**src/rtl/rf_arb_pkg.sv**
```systemverilog
// Shared types for the register-file write-port arbiter.
// Register address/data widths, write record and busy-bit lookup.
package rf_arb_pkg;

  localparam int REG_AW = 5;
  localparam int XLEN   = 32;
  localparam int NREG   = 32;

  typedef struct packed {
    logic [REG_AW-1:0] rd;
    logic [XLEN-1:0]   data;
  } rf_wr_t;

  function automatic logic reg_hit(
    input logic [NREG-1:0]   busy,
    input logic [REG_AW-1:0] addr
  );
    return (addr != '0) && busy[addr];
  endfunction

endpackage

```
**src/rtl/rf_arb_fifo.sv**
```systemverilog
// Small synchronous FIFO of deferred long-latency register writes.
// Pointers carry an extra wrap bit to tell full from empty.
module rf_arb_fifo
  import rf_arb_pkg::*;
#(
  parameter int QDEPTH = 2
) (
  input  logic   clk,
  input  logic   rst_n,
  input  logic   push,
  input  rf_wr_t din,
  input  logic   pop,
  output rf_wr_t dout,
  output logic   full,
  output logic   empty
);

  localparam int AW = $clog2(QDEPTH);

  rf_wr_t        mem [QDEPTH];
  logic [AW:0]   wr_ptr;
  logic [AW:0]   rd_ptr;
  logic          do_push;
  logic          do_pop;

  assign empty   = (wr_ptr == rd_ptr);
  assign full    = (wr_ptr[AW] != rd_ptr[AW]) &&
                   (wr_ptr[AW-1:0] == rd_ptr[AW-1:0]);
  assign do_push = push && !full;
  assign do_pop  = pop && !empty;
  assign dout    = mem[rd_ptr[AW-1:0]];

  always_ff @(posedge clk or negedge rst_n) begin
    if (!rst_n) begin
      wr_ptr <= '0;
      rd_ptr <= '0;
    end else begin
      if (do_push) wr_ptr <= wr_ptr + 1'b1;
      if (do_pop)  rd_ptr <= rd_ptr + 1'b1;
    end
  end

  always_ff @(posedge clk) begin
    if (do_push) mem[wr_ptr[AW-1:0]] <= din;
  end

endmodule

```
**src/rtl/rf_wb_arbiter.sv**
```systemverilog
// Register-file write-port arbiter and long-latency scoreboard.
// Optional same-cycle result bypass: RF_ARB_BYPASS_EN.
module rf_wb_arbiter
  import rf_arb_pkg::*;
#(
  parameter int QDEPTH = 2
) (
  input  logic              clk,
  input  logic              rst_n,
  input  logic              wb_we,
  input  logic [REG_AW-1:0] wb_rd,
  input  logic [XLEN-1:0]   wb_data,
  input  logic              ll_issue,
  input  logic [REG_AW-1:0] ll_issue_rd,
  input  logic              ll_res_valid,
  input  logic [REG_AW-1:0] ll_res_rd,
  input  logic [XLEN-1:0]   ll_res_data,
  output logic              ll_res_ready,
  input  logic [REG_AW-1:0] dec_rs1,
  input  logic [REG_AW-1:0] dec_rs2,
  input  logic [REG_AW-1:0] dec_rd,
  output logic              dec_stall,
  output logic              rf_we,
  output logic [REG_AW-1:0] rf_a3,
  output logic [XLEN-1:0]   rf_wd
);

  logic [NREG-1:0]   busy;
  logic [NREG-1:0]   busy_nx;
  rf_wr_t            head;
  rf_wr_t            res;
  logic              full;
  logic              empty;
  logic              wb_act;
  logic              byp;
  logic              push;
  logic              pop;
  logic              ll_wr;
  logic [REG_AW-1:0] clr_rd;

  assign wb_act = wb_we && (wb_rd != '0);

`ifdef RF_ARB_BYPASS_EN
  assign byp = !wb_act && empty && ll_res_valid &&
               (ll_res_rd != '0);
`else
  assign byp = 1'b0;
`endif

  assign ll_res_ready = !full;
  assign res          = '{rd: ll_res_rd, data: ll_res_data};
  assign pop          = !wb_act && !empty;
  assign push         = ll_res_valid && !full &&
                        (ll_res_rd != '0) && !byp;
  assign ll_wr        = pop || byp;
  assign clr_rd       = pop ? head.rd : ll_res_rd;

  rf_arb_fifo #(.QDEPTH(QDEPTH)) u_fifo (
    .clk   (clk),
    .rst_n (rst_n),
    .push  (push),
    .din   (res),
    .pop   (pop),
    .dout  (head),
    .full  (full),
    .empty (empty)
  );

  always_comb begin
    rf_we = 1'b0;
    rf_a3 = '0;
    rf_wd = '0;
    unique case (1'b1)
      wb_act: begin
        rf_we = 1'b1;
        rf_a3 = wb_rd;
        rf_wd = wb_data;
      end
      pop: begin
        rf_we = 1'b1;
        rf_a3 = head.rd;
        rf_wd = head.data;
      end
      byp: begin
        rf_we = 1'b1;
        rf_a3 = ll_res_rd;
        rf_wd = ll_res_data;
      end
      default: ;
    endcase
  end

  // Clear first, then set, so a same-cycle reissue keeps the bit.
  always_comb begin
    busy_nx = busy;
    if (ll_wr) busy_nx[clr_rd] = 1'b0;
    if (ll_issue && (ll_issue_rd != '0))
      busy_nx[ll_issue_rd] = 1'b1;
    busy_nx[0] = 1'b0;
  end

  always_ff @(posedge clk or negedge rst_n) begin
    if (!rst_n) busy <= '0;
    else        busy <= busy_nx;
  end

  assign dec_stall = reg_hit(busy, dec_rs1) |
                     reg_hit(busy, dec_rs2) |
                     reg_hit(busy, dec_rd);

  a_wb_busy: assert property (
    @(posedge clk) disable iff (!rst_n)
    !(wb_act && busy[wb_rd]));

  a_issue_busy: assert property (
    @(posedge clk) disable iff (!rst_n)
    !(ll_issue && reg_hit(busy, ll_issue_rd)));

endmodule

```
**config.mk**
```make
export PLATFORM = sky130hd
export DESIGN_NAME = rf_wb_arbiter
export DESIGN_NICKNAME = d
export VERILOG_FILES = /design/src/rtl/rf_arb_pkg.sv /design/src/rtl/rf_arb_fifo.sv /design/src/rtl/rf_wb_arbiter.sv
export SDC_FILE = /design/constraint.sdc
export NUM_CORES = 1
export LEC_CHECK = 0
export CORE_ASPECT_RATIO = 1.2
export CORE_MARGIN = 2
export CORE_UTILIZATION = 55
export DETAILED_ROUTE_END_ITERATION = 10
export DONT_BUFFER_PORTS = 1
export PLACE_DENSITY = 0.7
export SLEW_MARGIN = 25
export SYNTH_ARGS = -nofsm -noshare
export SYNTH_HDL_FRONTEND = slang
export SYNTH_HIERARCHICAL = 1
export SYNTH_SLANG_ARGS = --single-unit
```
**constraint.sdc**
```tcl
create_clock -name clk -period 7.9 [get_ports clk]
set_clock_uncertainty 0.2 [all_clocks]
set_input_delay 0.395 -clock clk [delete_from_list [all_inputs] [get_ports clk]]
set_output_delay 0.395 -clock clk [all_outputs]
set_load 0.01 [all_outputs]
```
==> results of run 1 <==
==> Yosys cell counts, types with 2 or more instances <==
| cell type | number |
|---|---|
| a2111oi_0 | 2 |
| a21o_1 | 2 |
| a21oi_1 | 5 |
| a22o_1 | 3 |
| and2_1 | 2 |
| buf_2 | 6 |
| buf_6 | 6 |
| clkbuf_1 | 21 |
| dfrtp_1 | 35 |
| edfxtp_1 | 74 |
| inv_1 | 4 |
| mux2_1 | 15 |
| mux2_2 | 26 |
| mux2i_1 | 14 |
| mux4_2 | 16 |
| nand2_1 | 75 |
| nand2b_1 | 10 |
| nand3_1 | 8 |
| nand3b_1 | 39 |
| nand4_1 | 18 |
| nand4b_1 | 2 |
| nor2_1 | 12 |
| nor2b_1 | 8 |
| nor4_1 | 3 |
| o2111ai_1 | 3 |
| o21ai_0 | 13 |
| o21ai_1 | 6 |
| o2bb2ai_1 | 14 |
| o41ai_1 | 15 |
| or2_2 | 3 |
| or3b_2 | 2 |
==> cells by family (layout without fill, tap and decap cells) <==
kind of cell	Yosys count	in the layout	synth area share, %
multiplexers	71	71	16.2
flip-flops	109	109	52.3
AND/OR/NAND/NOR	189	189	17.4
AO/OA/AOI/OAI	77	77	9.91
buffers and inverters	39	63	3.55
XOR/XNOR	3	3	0.571
==> worst reg2reg max path: stages (launching register included) <==
cell	delay (ns)
dfrtp_4	0.83
xor2_1	0.26
nor2_4	0.54
nand2b_1	0.60
inv_1	0.52
a21boi_1	0.27
mux2i_1	0.14
==> cell usage in the layout (no fill, tap or decap), types with 3 or more instances in the layout <==
| cell | n |
|---|---|
| o41ai_1 | 15 |
| o2bb2ai_1 | 14 |
| dlygate4sd3_1 | 40 |
| mux2i_1 | 14 |
| a22o_1 | 3 |
| nor4_1 | 3 |
| nand4_1 | 18 |
| edfxtp_1 | 74 |
| dfrtp_1 | 34 |
| mux2_1 | 15 |
| a21oi_1 | 4 |
| mux4_2 | 16 |
| nand2b_1 | 10 |
| inv_1 | 4 |
| o21ai_0 | 13 |
| nor2_1 | 11 |
| nor2b_1 | 8 |
| nand3b_1 | 39 |
| o2111ai_1 | 3 |
| clkinvlp_4 | 3 |
| or2_2 | 3 |
| mux2_2 | 26 |
| o21ai_1 | 6 |
| nand2_1 | 75 |
| nand3_1 | 8 |
| clkbuf_16 | 9 |
==> layer usage <==
metal / routed length (µm) / GRT usage (%) / vias to the layer above
met5: 0 / 0 / -
met4: 211 / 7.62 / 0
met3: 711 / 3.33 / 17
met2: 7430 / 42.8 / 145
met1: 5060 / 27.4 / 2000
li1: - / - / 1911
==> layout make-up <==
cell class              instances  area [µm²]  area share (%)
repair buffers                 43         435            6.58
multi-input cells             340        2640            39.9
inverters                       4        15.0           0.227
flip-flops and latches        109        3100            46.8
clock buffers                  10         229            3.46
clock inverters                 6        38.8           0.586
well taps                     129         161            2.44
==> worst max path at each step <==
| stage | start | to | slack, ns | cells past startpoint |
|---|---|---|---|---|
| after floorplan | u_fifo/rd_ptr[0] | u_fifo/mem[1][0] | 4.16 | 8 |
| after global placement | u_fifo/rd_ptr[0] | rf_a3[2] | 3.72 | 5 |
| after detailed placement | u_fifo/rd_ptr[0] | rf_a3[2] | 3.91 | 5 |
| after CTS | u_fifo/rd_ptr[0] | rf_a3[2] | 3.50 | 5 |
| after global routing | u_fifo/rd_ptr[0] | rf_a3[2] | 3.57 | 5 |
| final | u_fifo/rd_ptr[0] | rf_a3[2] | 3.86 | 5 |
==> power breakdown <==
part           internal, µW  total, µW  switching (µW)
Clock                   213        411             198
Combinational           427        953             526
Sequential              843       1020             179
==> state kept, by name, indices dropped and copies added (netlist names) <==
name	cells
busy	31
u_fifo/wr_ptr	2
u_fifo/mem	74
u_fifo/rd_ptr	2
==> timing repair <==
action                                 in CTS  in global routing
setup endpoints to repair                   0                  0
hold buffers                               41                  0
endpoints found under the hold margin     110                  0
resized for setup                           0                  0
==> per-stage QoR <==
stage | worst slack (ns) | cell area, µm² | std cells | utilization [%]
6_report | 3.86 | 6620 | 641 | 63.0
5_1_grt | 3.57 | 6620 | 641 | 63.0
4_1_cts | 3.50 | 6620 | 641 | 62.9
3_5_place_dp | 3.91 | 5930 | 584 | 56.4
3_3_place_gp | 3.72 | 5920 | 584 | 56.3
2_1_floorplan | 4.16 | 5920 | 488 | -
==> reports/results.ini, run 1 <==
[status]
outcome = finished, final reports clean

[floorplanning]
die_height_um = 118
die-width_um = 98.7
coreArea_um2 = 10500
rows = 41
start_util_pct = 56.3
ios = 139
floorplan.die_area_um2 = 11600

[setup_path]
rr_worst_depth = 6
critPathArrivalTime_ns = 3.45
path_delay_family = simple AND/OR/NAND/NOR gates
cpMaxStageDelayCell = dfrtp_4
crit_chain = xor2_1, nor2_4, nand2b_1, inv_1, a22o_1
reg2reg_from = u_fifo/rd_ptr[0]
critPathCaptureType = primary output
crit_fanout = 44
r2r-end = u_fifo/rd_ptr[0]
path_buf_inv = 1
r2r_slack_ns = 4.46
crit_type = reg -> out
cp-start-kind = register
worstPathRequired_ns = 7.30
worst_path_largest_cell_delay_ns = 0.83

[global_route]
first_global_vias = 4218
overflow = 0
grt_pass1_wl_um = 21400
grt_antenna_before_repair = 0
grt.total_usage_pct = 23.1
grt_max_degree = 45

[yosys]
syn_nets = 587
syn_inst = 488
yosysTopAreaCellShare_pct = 37.5
syn_area_per_cell_um2 = 12.1
synth_edf_count = 74
synth_cell_type_count = 57
ys_warn_count = 6
ys_async_sr_fraction_pct = 32.1
synth.area.top_cells = edfxtp_1 (38%), dfrtp_1 (15%), mux4_2 (6.1%)
netlist_area_um2 = 5920
synthFlopType = edfxtp_1
synth_top_cell_by_area = edfxtp_1
ys_ff_latch = 109
ys_seq_area_share_pct = 52.3

[sta]
worstMarginPinSlew_ns = 0.940
fin_crit_ns = 4.04
relSlewSlack_pct = 37.1
fin_crit_sh_pct = 51.2
setup_viol = 0
tns_ns = 0
drv_slew = 0
holdWs_ns = 0.0664
fmax_mhz = 247
hold_viol_final = 0
rsz0062_at_grt = false

[placed_design]
place_congestion = 0.854
portBuffers = 0
dp_hpwl_um = 9170

[cells_and_area]
nets = 606
fillers = 824
syn_to_final_growth_pct = 11.8
drive_gt1_share_pct = 14.5
diodes = 0

[cts]
cts.sinks = 109
clkTransAtPathRegs_ns = 0.07
cts-root-buf = clkbuf_16
ctsLongestPathBuffers = 2
cts_tree = built
cts-buffers-inserted = 9
clk_latency_ns = 0.34
post-cts-setup-buffers = 0
htreeDepth = 3

[worst_hold_path]
hold_class = in -> reg
hold_path_depth = 2
min_delay_worst_endpoint = busy[3]
hold_start = ll_issue_rd[2]

[drt]
vias_per_cell = 6.35
routed_wl_um = 13400
antenna_left = 0
drt_drc_violations_left = 0
first_iter_violations = 200
wl_per_cell_um = 20.9
vias = 4073
dr.pass1.iters = 6

[run]
drv_cap = 0

[power_and_ir_drop]
p_per_area_nw_per_um2 = 360
ir_worst_vdd_mv = 0.268
p_total_uw = 2390
power_leakage_uw = 0.00237

(Power assumes the default switching activity.)
==> run 2: changes to the inputs <==
==> constraint.sdc (replaced) <==
create_clock -name clk -period 4 [get_ports clk]
set_clock_uncertainty 0.2 [all_clocks]
set_input_delay 0.2 -clock clk [delete_from_list [all_inputs] [get_ports clk]]
set_output_delay 0.2 -clock clk [all_outputs]
set_load 0.01 [all_outputs]
==> run 2 against run 1 <==
Compared with the run above: total power grew 98%; setup slack worse by 3.0 ns; flip-flop and latch count is the same; hold slack got worse by 0.030 ns; critical endpoint unchanged.
==> reports/results.ini, run 2 (same netlist as run 1, synthesis figures left out) <==
[sta]
relSlewSlack_pct = 56.1  ; +19 points
fin_crit_ns = 3.12
rsz0062_at_grt = false
fin_crit_sh_pct = 78.1
tns_ns = 0  ; unchanged
fmax_mhz = 320
holdWs_ns = 0.0361  ; -0.0303 ns
setup_viol = 0  ; unchanged
hold_viol_final = 0  ; unchanged
worstMarginPinSlew_ns = 0.658  ; -0.282 ns
drv_slew = 0  ; unchanged

[cells_and_area]
layout.cells.non_filler = 650  ; +1.4%
final_cell_mix = nand2_1 (75), edfxtp_1 (74), dlygate4sd3_1 (46), nand3b_1 (39), dfrtp_1 (34)
largest_register_ffs = 74  ; unchanged
fin_area_um2 = 6710  ; +1.3%
nets = 615  ; +1.5%
drive_gt1_share_pct = 15.2  ; +0.71 points
syn_to_final_growth_pct = 13.2
final_common_cell = nand2_1
diodes = 0  ; unchanged

[setup_path]
cp-start-kind = register
critPathArrivalTime_ns = 2.72  ; -0.73 ns
crit_start = u_fifo/rd_ptr[0]
reg2reg_from = u_fifo/rd_ptr[0]
r2r-end = busy[1]
rr_worst_depth = 6  ; unchanged
r2r_slack_ns = 1.15  ; -3.31 ns
critPathCaptureType = primary output
critPathCapture = rf_a3[2]
worstPathRequired_ns = 3.60  ; -3.70 ns
crit_fanout = 23  ; -48%
crit_type = reg -> out

[worst_hold_path]
hold_class = in -> reg
hold_path_depth = 3  ; +1
hold_start = ll_res_rd[4]

[placed_design]
placed_cells = 587  ; +0.51%
portBuffers = 0  ; unchanged
place_congestion = 0.833  ; -2.4%
place_area_um2 = 5950  ; +0.30%
dp_hpwl_um = 9180  ; about the same

[cts]
cts-buffers-inserted = 9  ; unchanged
cts-root-buf = clkbuf_16
ctsLongestPathBuffers = 2  ; unchanged
htreeDepth = 3  ; unchanged
clk_latency_ns = 0.34  ; about the same
cts.sinks = 109  ; unchanged
cts.repair.resized = 0  ; unchanged
cts_tree = built
post-cts-setup-buffers = 0  ; unchanged
clkTransAtPathRegs_ns = 0.07  ; about the same
cts-hold-fix-buffers = 47  ; +15%

[floorplanning]
floorplan.die_area_um2 = 11600  ; unchanged
start_util_pct = 56.3  ; unchanged
die-width_um = 98.7  ; unchanged
die_height_um = 118  ; unchanged
rows = 41  ; unchanged
ios = 139  ; unchanged
coreArea_um2 = 10500  ; unchanged

[drt]
vias_per_cell = 6.34  ; -0.22%
routed_wl_um = 13500  ; +0.45%
wl_per_cell_um = 20.7  ; -0.94%
antenna_left = 0  ; unchanged
vias = 4121  ; +1.2%
first_iter_violations = 277  ; +39%
drt_drc_violations_left = 0  ; unchanged
dr.pass1.iters = 4  ; -2

[global_route]
first_global_vias = 4155  ; -1.5%
grt_max_degree = 38  ; -16%
grt_antenna_before_repair = 0  ; unchanged
overflow = 0  ; unchanged
grt_pass1_wl_um = 21400  ; unchanged
grt.total_usage_pct = 23.4  ; +0.25 points

[power_and_ir_drop]
p_total_uw = 4730  ; +98%
ir_worst_vdd_mv = 0.428  ; +59%
p_per_area_nw_per_um2 = 705  ; +96%
power_leakage_uw = 0.00242  ; +2.1%

[status]
outcome = finished, final reports clean

[run]
drv_cap = 0  ; unchanged

-- run 2: cell types whose count changed in the layout (fill, tap and decap cells not counted) --
cell           before  now
buf_4               2    5
clkinv_1            2    0
dfrtp_2             0    1
clkinvlp_4          3    1
dlygate4sd3_1      40   46
inv_6               1    2
clkinv_4            0    2
clkinv_2            0    1
nor2_4              1    0
nor2_2              1    2
dfrtp_4             1    0
-- run 2: worst max-delay path, stage by stage, from the launching register on --
cell      delay, ns
dfrtp_2        0.66
xor2_1         0.27
nor2_2         0.06
nand2b_1       0.45
inv_1          0.64
a22o_1         0.29
-- run 2: power breakdown --
part / internal, µW / switching (µW) / leakage (µW)
registers: 1660 / 299 / 0.00110
clock network: 428 / 398 / 0.000133
logic: 861 / 1080 / 0.00118
-- run 2: layout make-up --
cell class	instances	area, µm²
Timing Repair Buffer	52	518
Fill cell	798	3810
Sequential cell	109	3100
Inverter	4	15.0
Multi-Input combinational cell	340	2640
Clock inverter	6	47.5
Tap cell	129	161
Clock buffer	10	229
-- run 2: per-stage QoR --
stage          util [%]  setup slack, ns
2_1_floorplan         -            0.265
3_3_place_gp       56.5             1.09
3_5_place_dp       56.5             1.00
4_1_cts            63.7            0.894
5_1_grt            63.8            0.687
6_report           63.8            0.876
-- run 2: worst min-delay path by stage --
stage / endpoint / slack [ns]
floorplan: busy[10] / -0.30
global placement: u_fifo/rd_ptr[0] / -0.29
detailed placement: u_fifo/wr_ptr[0] / -0.29
CTS: u_fifo/wr_ptr[0] / 0.03
global route: u_fifo/wr_ptr[0] / 0.05
finish: u_fifo/wr_ptr[0] / 0.04
-- run 2: routing by layer --
| metal | routed length, µm | global-route usage (%) | vias up | part of all wire [%] |
|---|---|---|---|---|
| met5 | 0 | 0 | - | 0 |
| met4 | 310 | 7.71 | 0 | 2.3 |
| met3 | 615 | 3.92 | 23 | 4.6 |
| met2 | 7210 | 42.3 | 146 | 54 |
| met1 | 5340 | 28.2 | 2019 | 40 |
| li1 | - | - | 1933 | - |
==> run 3: changes to the inputs <==
==> constraint.sdc (replaced) <==
create_clock -name clk -period 3 [get_ports clk]
set_clock_uncertainty 0.2 [all_clocks]
set_input_delay 0.15 -clock clk [delete_from_list [all_inputs] [get_ports clk]]
set_output_delay 0.15 -clock clk [all_outputs]
set_load 0.01 [all_outputs]
==> run 3 against run 2 <==
Compared with the run above: via count is 1.8% higher; combinational power is 40% higher; sequential power is 31% higher; total power is 38% higher; setup slack worse by 0.73 ns; critical endpoint is now busy[1]; largest power group is now combinational cells.
==> reports/results.ini, run 3 (same netlist as run 1, synthesis figures left out) <==
[setup_path]
r2r-end = busy[1]
critPathCaptureType = register
critPathArrivalTime_ns = 2.86  ; +0.14 ns
path_delay_family = buffers and inverters
cpMaxStageDelayCell = dlygate4sd3_1
cp-start-kind = register
path_buf_inv = 2  ; +1
worst_path_largest_cell_delay_ns = 0.57  ; -0.09 ns
worstPathRequired_ns = 3.01  ; -0.59 ns
reg2reg_from = u_fifo/rd_ptr[0]
rr_worst_depth = 6  ; unchanged
r2r_slack_ns = 0.15  ; -1.00 ns
crit_chain = buf_4, mux2_1, or2_2, o41ai_2, o41ai_1, dlygate4sd3_1
crit_fanout = 29  ; +26%
crit_type = reg -> reg

[cts]
clk_latency_ns = 0.33  ; about the same
cts-root-buf = clkbuf_16
cts_tree = built
ctsLongestPathBuffers = 2  ; unchanged
cts-buffers-inserted = 9  ; unchanged
htreeDepth = 3  ; unchanged
cts.sinks = 109  ; unchanged
clkTransAtPathRegs_ns = 0.07  ; about the same

[cells_and_area]
syn_to_final_growth_pct = 14.7
largest_register_ffs = 74  ; unchanged
final_cell_mix = nand2_1 (75), edfxtp_1 (74), dlygate4sd3_1 (46), nand3b_1 (39), dfrtp_1 (34)
nets = 617  ; +0.33%
fillers = 791  ; -0.88%
layout.cells.non_filler = 654  ; +0.62%
drive_gt1_share_pct = 15.3  ; +0.13 points
final_common_cell = nand2_1

[worst_hold_path]
hold_path_depth = 2  ; -1
min_delay_worst_endpoint = busy[17]
hold_start = ll_issue_rd[0]
hold_class = in -> reg

[sta]
fmax_mhz = 351
fin_crit_ns = 2.85
tns_ns = 0  ; unchanged
rsz0062_at_grt = false
setup_ws_ns = 0.148  ; -0.728 ns
setup_viol = 0  ; unchanged
hold_viol_final = 0  ; unchanged
holdWs_ns = 0.0115  ; -0.0246 ns
relSlewSlack_pct = 55.5  ; -0.58 points
drv_slew = 0  ; unchanged
fin_crit_sh_pct = 95.1
worstMarginPinSlew_ns = 0.666  ; +0.00795 ns

[power_and_ir_drop]
p_per_area_nw_per_um2 = 960  ; +36%
power_leakage_uw = 0.00246  ; +1.7%
ir_worst_vdd_mv = 0.557  ; +30%

[global_route]
overflow = 0  ; unchanged
grt_pass1_wl_um = 22000  ; +2.9%
grt.total_usage_pct = 24.0  ; +0.62 points
first_global_vias = 4373  ; +5.2%
grt_antenna_before_repair = 2  ; +2
grt_max_degree = 38  ; unchanged

[floorplanning]
die_height_um = 118  ; unchanged
floorplan.die_area_um2 = 11600  ; unchanged
ios = 139  ; unchanged
rows = 41  ; unchanged
start_util_pct = 56.3  ; unchanged
coreArea_um2 = 10500  ; unchanged
die-width_um = 98.7  ; unchanged

[drt]
antenna_left = 0  ; unchanged
routed_wl_um = 13600  ; +1.1%
dr.pass1.iters = 5  ; +1
vias = 4196  ; +1.8%
wl_per_cell_um = 20.8  ; +0.50%
drt_drc_violations_left = 0  ; unchanged
vias_per_cell = 6.42  ; +1.2%
first_iter_violations = 230  ; -17%

[placed_design]
place_congestion = 0.841  ; +0.96%
placed_cells = 589  ; +0.34%
pre_cts_slack_ns = 0.533  ; -0.471 ns
portBuffers = 0  ; unchanged
dp_hpwl_um = 9450  ; +3.0%

[run]
drv_cap = 0  ; unchanged

[status]
outcome = finished, final reports clean

run 3: where the power goes:
group / internal [µW] / switching (µW)
sequential: 2220 / 350
combinational: 1200 / 1510
clock: 754 / 496
total: 4170 / 2350
run 3: through the flow:
stage / cell area (µm²) / total power [µW] / util, %
final: 6790 / 6520 / 64.6
after global routing: 6790 / 6890 / 64.6
after CTS: 6790 / 6540 / 64.5
after detailed placement: 5990 / 5210 / 56.9
after global placement: 5990 / 5140 / 56.9
after floorplan: 5930 / 4670 / -
run 3: worst max-delay path by stage:
stage	end	cells after the start	slack, ns	from
finish	busy[1]	6	0.15	u_fifo/rd_ptr[0]
global route	busy[1]	6	0.04	u_fifo/rd_ptr[0]
CTS	busy[1]	6	0.17	u_fifo/rd_ptr[0]
detailed placement	u_fifo/mem[1][10]	7	0.53	u_fifo/rd_ptr[1]
global placement	u_fifo/mem[1][29]	7	0.58	u_fifo/rd_ptr[1]
floorplan	u_fifo/mem[1][0]	8	0.08	u_fifo/rd_ptr[0]
run 3: what timing repair did:
action                    in CTS  in global routing
hold endpoints to repair     141                  0
setup buffers                  0                  0
resized for setup              0                  0
hold buffers                  47                  0
run 3: final cells by class:
cell class                 instances  area (µm²)  area share [%]
antenna                            2        5.00          0.0737
clock buffer                      12         246            3.63
clock inverter                     4        72.6            1.07
inverter                           4        15.0           0.221
multi-input combinational        340        2640            38.8
sequential                       109        3100            45.6
tap                              129         161            2.38
timing repair buffer              54         558            8.22
run 3: metal layers:
metal | share of wire (%) | global-route usage (%) | vias to the layer above
met5 | 0 | 0 | -
met4 | 2.4 | 11.1 | 0
met3 | 5.2 | 3.92 | 28
met2 | 55 | 44.5 | 172
met1 | 37 | 26.5 | 2065
li1 | - | - | 1931
